--- config.mk ---
export PLATFORM = sky130hd
export DESIGN_NAME = refill_victim_sel
export DESIGN_NICKNAME = d
export VERILOG_FILES = /design/src/rtl/refill_victim_pkg.sv /design/src/rtl/refill_victim_sel_way_rr_pick.sv /design/src/rtl/refill_victim_sel.sv
export SDC_FILE = /design/constraint.sdc
export NUM_CORES = 1
export LEC_CHECK = 0
export CAP_MARGIN = 20
export CORE_MARGIN = 2
export CORE_UTILIZATION = 40
export CTS_CLUSTER_SIZE = 40
export DETAILED_ROUTE_END_ITERATION = 16
export PLACE_DENSITY = 0.65
export SLEW_MARGIN = 25
export SYNTH_ARGS = -nofsm -noshare
export SYNTH_HDL_FRONTEND = slang
export SYNTH_HIERARCHICAL = 1
export SYNTH_SLANG_ARGS = --single-unit
--- constraint.sdc ---
create_clock -name clk_i -period 10.1 [get_ports clk_i]
set_input_delay 2.02 -clock clk_i [delete_from_list [all_inputs] [get_ports clk_i]]
set_output_delay 2.02 -clock clk_i [all_outputs]
set_load 0.02 [all_outputs]
--- src/rtl/refill_victim_pkg.sv ---
// ============================================================================
// Module : refill_victim_pkg
// Brief  : Shared types and constants for the refill victim-way selector.
// Rev    : 1.0
// ============================================================================
`default_nettype none

package refill_victim_pkg;

    localparam int MAX_WAYS = 8;

    typedef enum logic [1:0] {
        ST_IDLE   = 2'd0,
        ST_SELECT = 2'd1,
        ST_RESP   = 2'd2
    } state_t;

endpackage

`default_nettype wire

--- src/rtl/refill_victim_sel_way_rr_pick.sv ---
// ============================================================================
// Module : way_rr_pick
// Brief  : Combinational rotating first-set finder: first mask bit at index
//          >= start, wrapping modulo NR_WAYS.
// Rev    : 1.0
// ============================================================================
`default_nettype none

module way_rr_pick
    import refill_victim_pkg::*;
#(
    parameter int NR_WAYS = 8,
    parameter int WAY_W   = $clog2(NR_WAYS)
) (
    input  logic [NR_WAYS-1:0] mask,
    input  logic [WAY_W-1:0]   start,
    output logic [NR_WAYS-1:0] oh,
    output logic [WAY_W-1:0]   bin,
    output logic               found
);

    logic [WAY_W-1:0] w_idx;

    // NR_WAYS is a power of two, so the WAY_W-bit sum wraps naturally.
    always_comb begin
        oh    = '0;
        bin   = '0;
        found = 1'b0;
        w_idx = '0;
        for (int i = 0; i < NR_WAYS; i++) begin
            w_idx = start + WAY_W'(i);
            if (!found && mask[w_idx]) begin
                found     = 1'b1;
                oh[w_idx] = 1'b1;
                bin       = w_idx;
            end
        end
    end

endmodule

`default_nettype wire

--- src/rtl/refill_victim_sel.sv ---
// ============================================================================
// Module : refill_victim_sel
// Brief  : Victim-way selector for cache refills: lowest invalid unlocked way
//          first, else LFSR-seeded rotation past locked ways.
// Rev    : 1.0
// ============================================================================
`default_nettype none

module refill_victim_sel
    import refill_victim_pkg::*;
#(
    parameter  int NR_WAYS = 8,
    localparam int WAY_W   = $clog2(NR_WAYS)
) (
    input  logic               clk_i,
    input  logic               rst_ni,
    input  logic               req_valid_i,
    output logic               req_ready_o,
    input  logic [NR_WAYS-1:0] way_valid_i,
    input  logic [NR_WAYS-1:0] way_lock_i,
    input  logic [2:0]         lfsr_bin_i,
    output logic               lfsr_en_o,
    output logic               victim_valid_o,
    input  logic               victim_ready_i,
    output logic [NR_WAYS-1:0] victim_way_oh_o,
    output logic [WAY_W-1:0]   victim_way_bin_o,
    output logic               victim_evict_o,
    output logic               victim_none_o
);

    state_t r_state;
    state_t w_state_next;

    logic [NR_WAYS-1:0] r_valid_q;
    logic [NR_WAYS-1:0] r_lock_q;
    logic [NR_WAYS-1:0] r_oh;
    logic [WAY_W-1:0]   r_bin;
    logic               r_evict;
    logic               r_none;

    logic [NR_WAYS-1:0] w_cand;
    logic [NR_WAYS-1:0] w_inv_oh;
    logic [WAY_W-1:0]   w_inv_bin;
    logic               w_inv_found;
    logic [NR_WAYS-1:0] w_rnd_oh;
    logic [WAY_W-1:0]   w_rnd_bin;
    logic               w_rnd_found;

    logic [NR_WAYS-1:0] w_sel_oh;
    logic [WAY_W-1:0]   w_sel_bin;
    logic               w_sel_evict;
    logic               w_sel_none;
    logic               w_use_rnd;

    assign w_cand = ~r_lock_q;

    way_rr_pick #(.NR_WAYS(NR_WAYS), .WAY_W(WAY_W)) u_pick_invalid (
        .mask  (w_cand & ~r_valid_q),
        .start ('0),
        .oh    (w_inv_oh),
        .bin   (w_inv_bin),
        .found (w_inv_found)
    );

    way_rr_pick #(.NR_WAYS(NR_WAYS), .WAY_W(WAY_W)) u_pick_random (
        .mask  (w_cand),
        .start (lfsr_bin_i[WAY_W-1:0]),
        .oh    (w_rnd_oh),
        .bin   (w_rnd_bin),
        .found (w_rnd_found)
    );

    // Invalid ways win over the random path; an empty candidate set yields "none".
    always_comb begin
        w_sel_oh    = '0;
        w_sel_bin   = '0;
        w_sel_evict = 1'b0;
        w_sel_none  = 1'b0;
        w_use_rnd   = 1'b0;
        if (w_inv_found) begin
            w_sel_oh  = w_inv_oh;
            w_sel_bin = w_inv_bin;
        end else if (!w_rnd_found) begin
            w_sel_none = 1'b1;
        end else begin
            w_sel_oh    = w_rnd_oh;
            w_sel_bin   = w_rnd_bin;
            w_sel_evict = 1'b1;
            w_use_rnd   = 1'b1;
        end
    end

    always_comb begin
        w_state_next   = r_state;
        req_ready_o    = 1'b0;
        victim_valid_o = 1'b0;
        lfsr_en_o      = 1'b0;
        case (r_state)
            ST_IDLE: begin
                req_ready_o = 1'b1;
                if (req_valid_i) begin
                    w_state_next = ST_SELECT;
                end
            end
            ST_SELECT: begin
                lfsr_en_o    = w_use_rnd;
                w_state_next = ST_RESP;
            end
            ST_RESP: begin
                victim_valid_o = 1'b1;
                if (victim_ready_i) begin
                    w_state_next = ST_IDLE;
                end
            end
            default: begin
                w_state_next = ST_IDLE;
            end
        endcase
    end

    always_ff @(posedge clk_i or negedge rst_ni) begin
        if (!rst_ni) begin
            r_state   <= ST_IDLE;
            r_valid_q <= '0;
            r_lock_q  <= '0;
            r_oh      <= '0;
            r_bin     <= '0;
            r_evict   <= 1'b0;
            r_none    <= 1'b0;
        end else begin
            r_state <= w_state_next;
            if (r_state == ST_IDLE && req_valid_i) begin
                r_valid_q <= way_valid_i;
                r_lock_q  <= way_lock_i;
            end
            if (r_state == ST_SELECT) begin
                r_oh    <= w_sel_oh;
                r_bin   <= w_sel_bin;
                r_evict <= w_sel_evict;
                r_none  <= w_sel_none;
            end
        end
    end

    assign victim_way_oh_o  = r_oh;
    assign victim_way_bin_o = r_bin;
    assign victim_evict_o   = r_evict;
    assign victim_none_o    = r_none;

endmodule

`default_nettype wire

## Word-level counts from Yosys, hierarchy flattened

Index checks and enable logic that the tools add are counted.

- Input bits: 23
- Word-level logic and storage cells: 176
- Output and inout port bits: 16
- Flip-flop bits (word level): 31

- Equal/unequal tests: 4
- Order comparisons: 16
- Bitwise operators: 10
- Mux-type cells: 93
- Add/subtract/negate cells: 7
- Reductions and logical operators: 39

Operators with widths:

| cell | number |
|---|---|
| two-way mux 8 bit | 11 |
| bitwise OR 8 bit | 7 |
| two-way mux 3 bit | 15 |
| two-way mux 1 bit | 41 |
| less-than comparator 3 x 4 -> 1 bit, second input constant | 8 |
| binary-select mux 1 bit (select 3 bit) | 8 |
| demux 1 bit (select 3 bit) | 8 |
| >= comparator 3 x 1 -> 1 bit, second input constant | 8 |
| logical AND 1 bit | 23 |
| NOT 8 bit | 2 |
| logical NOT 1 bit | 14 |
| adder 3 bit, second input constant | 4 |
| two-way mux 2 bit | 5 |
| AND 8 bit | 1 |
| two-way mux 7 bit | 1 |
| adder 3 x 2 -> 3 bit, second input constant | 2 |
| two-way mux 6 bit | 1 |
| case mux 2 bit (3 select lines) | 1 |
| two-way mux 5 bit | 1 |
| two-way mux 4 bit | 1 |
| inequality test 2 bit, second input constant | 2 |
| adder 3 x 1 -> 3 bit, second input constant | 1 |
| equality test 2 x 1 -> 1 bit, second input constant | 1 |
| equality test 2 bit, second input constant | 1 |
| 2 further kinds | 2 |

## Depth between registers and ports, before layout

Gate-level depths: netlist of run 1.

- Depth after elaboration: 28
- Depth in mapped cells: 15
- Gate-level depth less buffers: 10

## By module

Netlist of run 1, hierarchy kept.

Modules (own cells, without submodules):

| module | times used | cells an instance | area an instance (um2) | sequential area each (um2) |
|---|---|---|---|---|
| refill_victim_sel | 1 | 115 | 1,358.8 | 775.7 |
| way_rr_pick at u_pick_random | 1 | 150 | 1,212.4 | 0.0 |
| way_rr_pick at u_pick_invalid | 1 | 132 | 1,209.9 | 0.0 |

## Worst setup path before layout of run 1

OpenSTA, ideal clock, no wires.

- Kind: input to output
- Start point: in lfsr_bin_i[0]
- End point: out lfsr_en_o
- Arrival: 4.568 ns
- Cell stages on the path: 11
- Path slack: 3.512 ns
- Data required time: 8.080 ns
- Path buffers: 2
- Cells stage by stage: buf_6 > buf_2 > inv_1 > ha_1 > xnor2_1 > mux4_2 > nand4_1 > nor2_1 > nand2_1 > nor2b_1 > and2_1

- Word-level cells in the longest chain between the ends: 27
- Elaborated cells between the ends (all ways): 48
- Classes of those cells: 7 x add/sub; 27 x mux; 14 x reduce/logical

RTL lines:

| what | line | text |
|---|---|---|
| start: declaration | refill_victim_sel.sv:21 | `input logic [2:0] lfsr_bin_i,` |
| branches (longest 23 deep; another with adder 3 x 1 -> 3 bit) | -- |  |
| two-way mux 1 bit (*) | refill_victim_sel_way_rr_pick.sv:32 | `if (!found && mask[w_idx]) begin` |
| named net w_rnd_found | refill_victim_sel.sv:47 | `logic w_rnd_found;` |
| two-way mux 1 bit (*) | refill_victim_sel.sv:83 | `end else if (!w_rnd_found) begin` |
| two-way mux 1 bit (*) | refill_victim_sel.sv:80 | `if (w_inv_found) begin` |
| two-way mux 1 bit (*) | refill_victim_sel.sv:98 | `case (r_state)` |
| end: declaration | refill_victim_sel.sv:22 | `output logic lfsr_en_o,` |

Mark *: on every way through the listed nets, which the timed path passes. The select of a mux whose other input is x is not followed.

## Worst setup path in the final report of run 1

- Start point: in lfsr_bin_i[1]
- End point: out lfsr_en_o

The elaborated chain is that of the path after synthesis.

==> results of run 1 <==
==> area by class of cell <==
| cell class | instances | area share, % |
|---|---|---|
| multi-input cells | 335 | 65.76 |
| clock inverters | 1 | 0.1169 |
| clock buffers | 7 | 1.782 |
| well taps | 111 | 3.243 |
| repair buffers | 40 | 9.232 |
| flip-flops and latches | 31 | 18.11 |
| inverters | 20 | 1.753 |
==> path summary, 6_finish.rpt <==
check,start,endpoint,slack [ns],cells after the start
min in group asynchronous,rst_ni,victim_way_oh_o[3],2.13,2
worst max-delay path,lfsr_bin_i[1],lfsr_en_o,1.77,11
worst max register to register,r_lock_q[2],victim_way_oh_o[3],6.45,9
max in group asynchronous,rst_ni,r_lock_q[1],7.66,2
worst min register to register,victim_way_oh_o[7],victim_way_oh_o[7],0.49,2
worst min-delay path,victim_way_oh_o[7],victim_way_oh_o[7],0.49,2
==> power by group through the flow <==
| stage | sequential (mW) | combinational (mW) | clock (mW) |
|---|---|---|---|
| 6_report | 0.227 | 0.896 | 0.0962 |
| 5_1_grt | 0.236 | 0.974 | 0.105 |
| 4_1_cts | 0.228 | 0.885 | 0.0992 |
| 3_5_place_dp | 0.229 | 0.881 | 0 |
| 3_3_place_gp | 0.228 | 0.870 | 0 |
| 2_1_floorplan | 0.247 | 0.651 | 0 |
==> metal layers <==
metal	vias up	share of wire, %
met2	134	47
met1	1613	46
met3	14	5.7
met5	-	0
met4	0	1.4
li1	1596	-
==> metrics by stage <==
step / hold WS (ns) / utilization, % / setup slack, ns
floorplan: 0.4829 / - / 3.512
global placement: 0.4778 / 45.69 / 1.907
detailed placement: 0.4834 / 45.69 / 1.766
CTS: 0.4997 / 46.57 / 1.791
global route: 0.5261 / 46.57 / 1.444
finish: 0.4925 / 46.57 / 1.769
==> logic make-up (layout without fill, tap and decap cells) <==
kind of cell,after synthesis,in the layout,synth area share [%]
adders and majority gates,12,12,3.971
buffers and inverters,44,68,6.287
xor gates and xnor gates,7,7,1.820
AOI/OAI and AO/OA,96,96,18.37
DFF,31,31,20.52
other,1,14,0.09918
and+or+nand+nor,125,125,16.68
muxes,81,81,32.26
==> state kept, by name, indices dropped and copies added, names as in the netlist <==
signal	flops
victim_way_oh_o	8
r_valid_q	8
r_lock_q	8
victim_evict_o	1
victim_none_o	1
r_state	2
victim_way_bin_o	3
==> worst register-to-register path, delay by kind of cell, from the launching register on <==
family             cells  cell delay [ns]
DFF                    1             0.38
muxes                  2             0.93
and+or+nand+nor        6             2.04
AOI/OAI and AO/OA      1             0.23
==> cell usage after synthesis (2+ instances only) <==
cell type  number
buf_6           5
buf_2           6
nor2b_1         3
mux4_2         20
o22ai_1         2
clkbuf_1        9
nor3_1          9
xnor2_1         3
mux2_4         12
xor2_1          3
a31oi_1         8
nand3_1         5
nand2_1        36
a311o_1         2
a221o_1         7
mux2_2         26
nor2_1         41
a21oi_1        12
a22o_1          3
o211ai_1        6
a211oi_1        3
ha_1           12
buf_4           3
and2_1          3
o311ai_0        2
o21ai_0        20
a41oi_1         2
nor4_1          2
o31ai_1         3
nand2b_1        6
inv_1          19
a221oi_1       14
mux2i_1        18
mux4_1          4
a2bb2oi_1       2
nand4_1         3
dfrtp_1        31
==> results, run 1 <==
- The diode insertion count for antenna repair is 0.
- The total number of vias is 3,357.
- The final cycle utilization of the critical path is 82.48%.
- Net switching is 48.32% of the power.
- The final worst clock skew is 0.006328 ns.
- At the end of routability-driven placement, the weighted congestion stood at 0.9134.
- The multi-input gate area in the final layout is 2816 µm².
- Of all nets on the critical path, the largest fanout is 16.
- The mapped netlist covers 3781 µm².
- Averaged over all synthesized cells, the footprint is 9.524 µm².
- For this run, the top clock speed supported by timing is 0.1200 GHz.
- For met2 alone, demand over resource in global routing was 33.11%.
- The final cell count without fillers is 545.
- The height of the chip is 101.2 µm.
- Counting flops with a built-in enable in the synthesized netlist gives 0.
- The setup path with the least slack is of type input pin to output pin.
- For this run, global-route usage on met1 was measured as 28.21%.
- The half-perimeter wire length of the detailed placement result is 7.688 mm.
- The library cells used most frequently in the layout, excluding fill and tap cells, are nor2_1 (41), clkdlybuf4s50_1 (38), nand2_1 (36).
- The transition time at the pin with the least slew margin is 0.8074 ns.
- The shortest clock period the worst path allows after layout is 8.331 ns.
- Summing all flip-flop and latch instances after layout gives 775.7 µm².
- The hold buffer count at cts is 0.
- The flip-flop and latch count after synthesis is 31.
- In this run the count of I/O pins placed on the die edge is 39.
- Summing all placed instances gives a cell area of 4202 µm².
- The worst-case IR drop observed on VDD is 0.0001302 V.
- The count of instances resized after the clock tree is built is 0.
- The wire length of the first global-routing pass is 16.53 mm.
- In this run the worst hold path is classified as register to register.
- The setup-violating endpoint count in the final report is 0.
- The final-report hold violation count came to 0.
- The first detailed-routing pass ran for 5 iterations.
- The layer carrying the most global-route usage is met2.
- The number of buffers and inverters on the critical path is 4.
- Setup repair after global routing left no endpoint under its margin.
- Internal power comes to 0.6298 mW.
- Once layout is done, the placed cells without fillers occupy 4283 µm².
- By area the synthesized netlist is led by dfrtp_1 (21%), mux4_2 (12%), mux2_2 (7.7%).
- The total overflow left after global routing is 0.
- Synthesis produced a netlist whose cell count is 397.
- The total leakage power is 1.754 nW.
- After layout, the design draws a total of 1.219 mW.
- The number of port buffers is 38.
- The cell family contributing the most delay on the critical path is buffers and inverters.
- The power share of the combinational group is 73.5%.
- Among all flip-flop cells after synthesis, the most frequent one is dfrtp_1.
- The synthesized design devotes to its leading area cell type 20.52% of total area.
- The largest total area in the synthesized netlist belongs to dfrtp_1.
- The analysis attributes to net switching a power of 0.5890 mW.
- The overall die width is 101.2 µm.
- The overall track demand over capacity in global routing is 20.12%.
- The pin count of the biggest net entering global routing is 32.
- The site row count is 35.
- After detailed routing, the number of vias per cell comes to 6.160.
- The region available for standard cell placement spans 9196 µm².
- The maximum buffer depth of the clock tree is 2.
- The DRC violations left is 0.
- The cell with the largest stage delay on the worst path is clkdlybuf4s50_1.
- For this run, the post-layout net count is 468.
- During synthesis, Yosys emitted a total of 6 warnings.
- Data arrives at the worst endpoint at 6.31 ns.
- TritonCTS built the clock tree.
- The count of cell types in the netlist is 69.
- In the final routed layout, each cell accounts on average for 18.06 µm.
- Clock tree synthesis found a total of 31 sinks.
- Per report_power, the clock group accounts for 7.9% of the total.
- In this run, flip-flops and latches consume 18.6% of the power.
- After synthesis, the share of flip-flops with an asynchronous set or reset is 100.0%.
- The H-tree generated during clock tree synthesis spans 2 levels.
- The effective utilization at floorplan is 41.12%.
- The first routing iteration left 248 violations.
- On the worst path, the slowest cell contributes a delay of 0.73 ns.
- The power density over the cells is 284.6 nW/µm².
- The worst path required time is 8.08 ns.
- In this run the clock root is driven by a clkbuf_8.
- For the worst-skew pair, the clock arrives at the later sink with an insertion delay of 0.28 ns.
- Once the clock tree was built, the setup fixing pass inserted 0 buffers.
- The via count of the first global-routing pass is 3,211.
- Walking the worst path, the cells encountered are clkdlybuf4s50_1, inv_1, ha_1, inv_1, mux4_2, or3_1, nor2_1, nand2_1, nor2b_1, and2_1, clkdlybuf4s50_1.
- For the final routed database, the setup TNS stands at 0 ns.
- The floorplan step defined a die boundary enclosing 10,250 µm².
- The area growth from synthesis to layout is 13.27%.
- The total of max-cap violations is 0.
- The count of antenna-violating nets left after detailed routing is 0.
- The filler cell count in the final layout is 913.
- The remaining max-slew budget at the tightest pin is 45.79%.
- The run finished with clean final reports.
- After clock tree synthesis, the clock-pin slew on the worst setup and hold paths is 0.06 ns.
- The worst setup path is launched from an input pin.
- Of the cells placed in the final design, the portion with a size suffix greater than 1 is 17.74%.
- The met3 demand-to-capacity share in global routing is 3.037%.
- The commonest non-fill, non-tap cell in the layout is nor2_1.
- The number of placed instances with taps included is 537.
- The initial antenna violation count was 0.
- The portion of the post-synthesis area used by sequential elements is 20.52%.
- The number of buffers added by the clock tree synthesis step is 5.
- The detailed-route wire length is 9.843 mm.
- STA classifies the critical path endpoint as an output pin.
- The max-slew violation count is 0.
Note: power is estimated with default switching activity, not from simulation.
==> run 2: changes to the inputs <==
--- a/config.mk
+++ b/config.mk
@@ -10,7 +10,7 @@
 export CORE_UTILIZATION = 40
 export CTS_CLUSTER_SIZE = 40
 export DETAILED_ROUTE_END_ITERATION = 16
-export PLACE_DENSITY = 0.65
+export PLACE_DENSITY = 0.67
 export SLEW_MARGIN = 25
 export SYNTH_ARGS = -nofsm -noshare
 export SYNTH_HDL_FRONTEND = slang
==> constraint.sdc (replaced) <==
create_clock -name clk_i -period 7.1 [get_ports clk_i]
set_input_delay 1.42 -clock clk_i [delete_from_list [all_inputs] [get_ports clk_i]]
set_output_delay 1.42 -clock clk_i [all_outputs]
set_load 0.02 [all_outputs]
==> run 2 against run 1 <==
Net effect:
- critical path depth unchanged
- flip-flop and latch count unchanged
- routed wire length up 2.5%
- register-to-register slack worse by 3.1 ns
- utilization up 0.72 points
- sequential share of layout area down 0.28 points
- sequential power up 43%
- final cell count up 0.73%
- critical path type unchanged
- non-clock buffer count up 4
- die area unchanged
- hold slack better by 0.00069 ns
- design area up 1.5%
- highest routed layer unchanged
- largest cell class unchanged
==> results, run 2 (synthesis results as in run 1) <==
- The starting DRC count in detailed routing came to 332 (was 248).
- The total leakage power is 1.792 nW (was 1.754 nW).
- The setup TNS is 0 ns (unchanged).
- The number of placed instances with taps included came to 541 (was 537).
- The wire length of the first global-routing pass is 16.77 mm (was 16.53 mm).
- The number of buffers added by the clock tree synthesis step is 5 (unchanged).
- The count of instances resized after the clock tree is built is 0 (unchanged).
- The cell occurring most often along the worst timing path is clkdlybuf4s50_1.
- The net total in the final layout is 472 (was 468).
- Dividing the final minimum period by the clock period gives 94.01%.
- The site row count is 35 (unchanged).
- The sequential fraction of design power is 18.1% (was 18.6%).
- The peak fanout along the critical path is 12 (was 16).
- The half-perimeter wire length of the detailed placement result was 7.692 mm (was 7.688 mm).
- The data arrival time of the worst path is 5.25 ns (was 6.31 ns).
- The overall track demand over capacity in global routing came to 20.52% (was 20.12%).
- The height of the chip came to 101.2 µm (unchanged).
- The final weighted congestion in routability-driven placement is 0.9238 (was 0.9134).
- The die outline area was 10,250 µm² (unchanged).
- After layout, the minimum clock period comes to 6.674 ns.
- The maximum frequency from static timing analysis is 0.1498 GHz.
- The commonest non-fill, non-tap cell in the layout was nor2_1 (unchanged).
- The switching part of the total power came to 47.40% (was 48.32%).
- The cell with the largest stage delay on the worst path is nor2b_1 (was clkdlybuf4s50_1).
- The clock insertion delay at the later pin of the skew report is 0.29 ns (was 0.28 ns).
- The total clock sinks is 31 (unchanged).
- Cells along the critical path: clkdlybuf4s50_1, inv_1, ha_1, xnor2_1, mux4_2, nand4_1, nor2_1, nand2_1, nor2b_1, and2_1, clkdlybuf4s50_1 (was clkdlybuf4s50_1, inv_1, ha_1, inv_1, mux4_2, or3_1, nor2_1, nand2_1, nor2b_1, and2_1, clkdlybuf4s50_1).
- The power density over the cells was 412.1 nW/µm² (was 284.6 nW/µm²).
- The worst supply voltage drop on vdd is 0.0002445 V (was 0.0001302 V).
- The placeable core region came to 9196 µm² (unchanged).
- The area of all sequential standard cells is 775.7 µm² (unchanged).
- The final cell count without fillers is 549 (was 545).
- The design internal power is 0.9428 mW (was 0.6298 mW).
- The final worst clock skew is 0.007456 ns (was 0.006328 ns).
- The via count of the first global-routing pass came to 3,261 (was 3,211).
- The maximum buffer depth of the clock tree is 2 (unchanged).
- The number of port buffers came to 38 (unchanged).
- The hold slack was 0.4932 ns (was 0.4925 ns).
- The type of the setup path with the least slack is input pin to output pin (unchanged).
- The element type at the critical path end is an output pin (unchanged).
- The final-report hold violation count was 0 (unchanged).
- The net switching component of the power was 0.8496 mW (was 0.5890 mW).
- The effective utilization at floorplan was 41.12% (unchanged).
- RSZ-0062 raised after global routing: false (unchanged).
- The master cell of the clock root buffer is clkbuf_8 (unchanged).
- The power share of the combinational group is 71.7% (was 73.5%).
- The final total power was 1.792 mW (was 1.219 mW).
- The multi-input gate area in the final layout was 2816 µm² (unchanged).
- The pin count of the biggest net entering global routing is 32 (unchanged).
- The category of cells accounting for the largest share of critical-path delay is buffers and inverters (unchanged).
- The hold buffer count at cts is 0 (unchanged).
- The remaining max-slew budget at the tightest pin is 42.67% (was 45.79%).
- The filler cell count in the final layout was 851 (was 913).
- The area growth from synthesis to layout is 15.02% (was 13.27%).
- The average wire length per cell after detail routing is 18.37 µm (was 18.06 µm).
- The path class of the lowest-slack min-delay path is register to register (unchanged).
- The DRC violations left came to 0 (unchanged).
- The overall die width is 101.2 µm (unchanged).
- The max-slew violation count is 0 (unchanged).
- The count of antenna-violating nets left after detailed routing is 0 (unchanged).
- The initial antenna violation count is 0 (unchanged).
- The detailed-route wire length is 10.09 mm (was 9.843 mm).
- The largest stage delay on the critical path is 0.69 ns (was 0.73 ns).
- The count of buffers added by post-CTS timing repair for setup is 0 (unchanged).
- The detail-routed via count per cell is 6.217 (was 6.160).
- The worst path required time is 5.68 ns (was 8.08 ns).
- The clock-pin slew on the worst setup and hold paths was 0.07 ns (was 0.06 ns).
- The number of placed I/O pins is 39 (unchanged).
- The total number of vias is 3,413 (was 3,357).
- The CTS tree is yes (unchanged).
- The setup-violating endpoint count in the final report is 0 (unchanged).
- The global-route congestion overflow total is 0 (unchanged).
- Most frequent cells in the layout: nor2_1 (41), clkdlybuf4s50_1 (38), nand2_1 (36) (unchanged).
- The diode insertion count for antenna repair is 0 (unchanged).
- The total of max-cap violations came to 0 (unchanged).
- The fraction of final layout cells with drive strength greater than 1 is 18.95% (was 17.74%).
- The startpoint class of the critical path is an input pin (unchanged).
- The transition time at the pin with the least slew margin is 0.8581 ns (was 0.8074 ns).
- The number of buffers and inverters on the critical path is 3 (was 4).
- The share of total power in the clock network is 10.3% (was 7.9%).
- The CTS H-tree depth was 2 (unchanged).
- Status: completed (unchanged).
- The iteration count of the initial detailed-routing pass is 5 (unchanged).
[run 2: changes by cell type in the layout (fill, tap and decap cells not counted), sizes merged]
cell	before	now
clkbuf	7	6
buf	2	6
bufinv	0	1
[run 2: through the flow]
stage               setup slack [ns]  area, µm²  util, %
finish                        0.4256       4349    47.29
global route                  0.2245       4349    47.29
CTS                           0.4658       4349    47.29
detailed placement            0.4777       4232    46.01
global placement              0.5455       4232    46.01
floorplan                      1.712       3830        -
[run 2: area by class of cell]
cell class	count	area share (%)
Clock buffer	6	1.899
Multi-Input combinational cell	335	64.76
Clock inverter	2	0.8055
Timing Repair Buffer	44	9.781
Tap cell	111	3.193
Sequential cell	31	17.84
Inverter	20	1.726
[run 2: layer usage]
metal,GRT usage [%],routed length [µm]
met1,28.66,4456
met2,33.57,4730
met3,2.968,661
met4,5.301,237
met5,0,0
[run 2: power groups by stage]
stage | clock network (mW) | logic, mW | registers (mW)
6_report | 0.184 | 1.28 | 0.324
5_1_grt | 0.197 | 1.40 | 0.336
4_1_cts | 0.188 | 1.26 | 0.325
3_5_place_dp | 0 | 1.25 | 0.328
3_3_place_gp | 0 | 1.23 | 0.325
2_1_floorplan | 0 | 0.926 | 0.351
[run 2: worst reg2reg max path: stages (launching register included)]
cell	delay (ns)
dfrtp_1	0.39
nor2_1	0.13
mux4_1	0.50
mux2i_1	0.43
nor3b_4	0.42
and2_1	0.26
nand3_1	0.39
nor2b_1	0.82
a221oi_1	0.24
nor2_1	0.15
[run 2: worst paths after layout]
kind	from	end	slack [ns]	depth (start not counted)
worst max-delay path	lfsr_bin_i[0]	lfsr_en_o	0.43	11
worst min-delay path	victim_way_oh_o[0]	victim_way_oh_o[0]	0.49	2
worst max register to register	r_lock_q[2]	victim_way_bin_o[2]	3.31	9
worst min register to register	victim_way_oh_o[0]	victim_way_oh_o[0]	0.49	2
max in group asynchronous	rst_ni	victim_evict_o	5.25	2
min in group asynchronous	rst_ni	victim_way_oh_o[4]	1.54	2
==> run 3: changes to the inputs <==
--- a/config.mk
+++ b/config.mk
@@ -5,13 +5,12 @@
 export SDC_FILE = /design/constraint.sdc
 export NUM_CORES = 1
 export LEC_CHECK = 0
-export CAP_MARGIN = 20
 export CORE_MARGIN = 2
 export CORE_UTILIZATION = 40
 export CTS_CLUSTER_SIZE = 40
 export DETAILED_ROUTE_END_ITERATION = 16
 export PLACE_DENSITY = 0.67
-export SLEW_MARGIN = 25
+export SLEW_MARGIN = 20
 export SYNTH_ARGS = -nofsm -noshare
 export SYNTH_HDL_FRONTEND = slang
 export SYNTH_HIERARCHICAL = 1
==> results of run 3 <==
Final layout, timing and power as in run 2 (identical DEF).
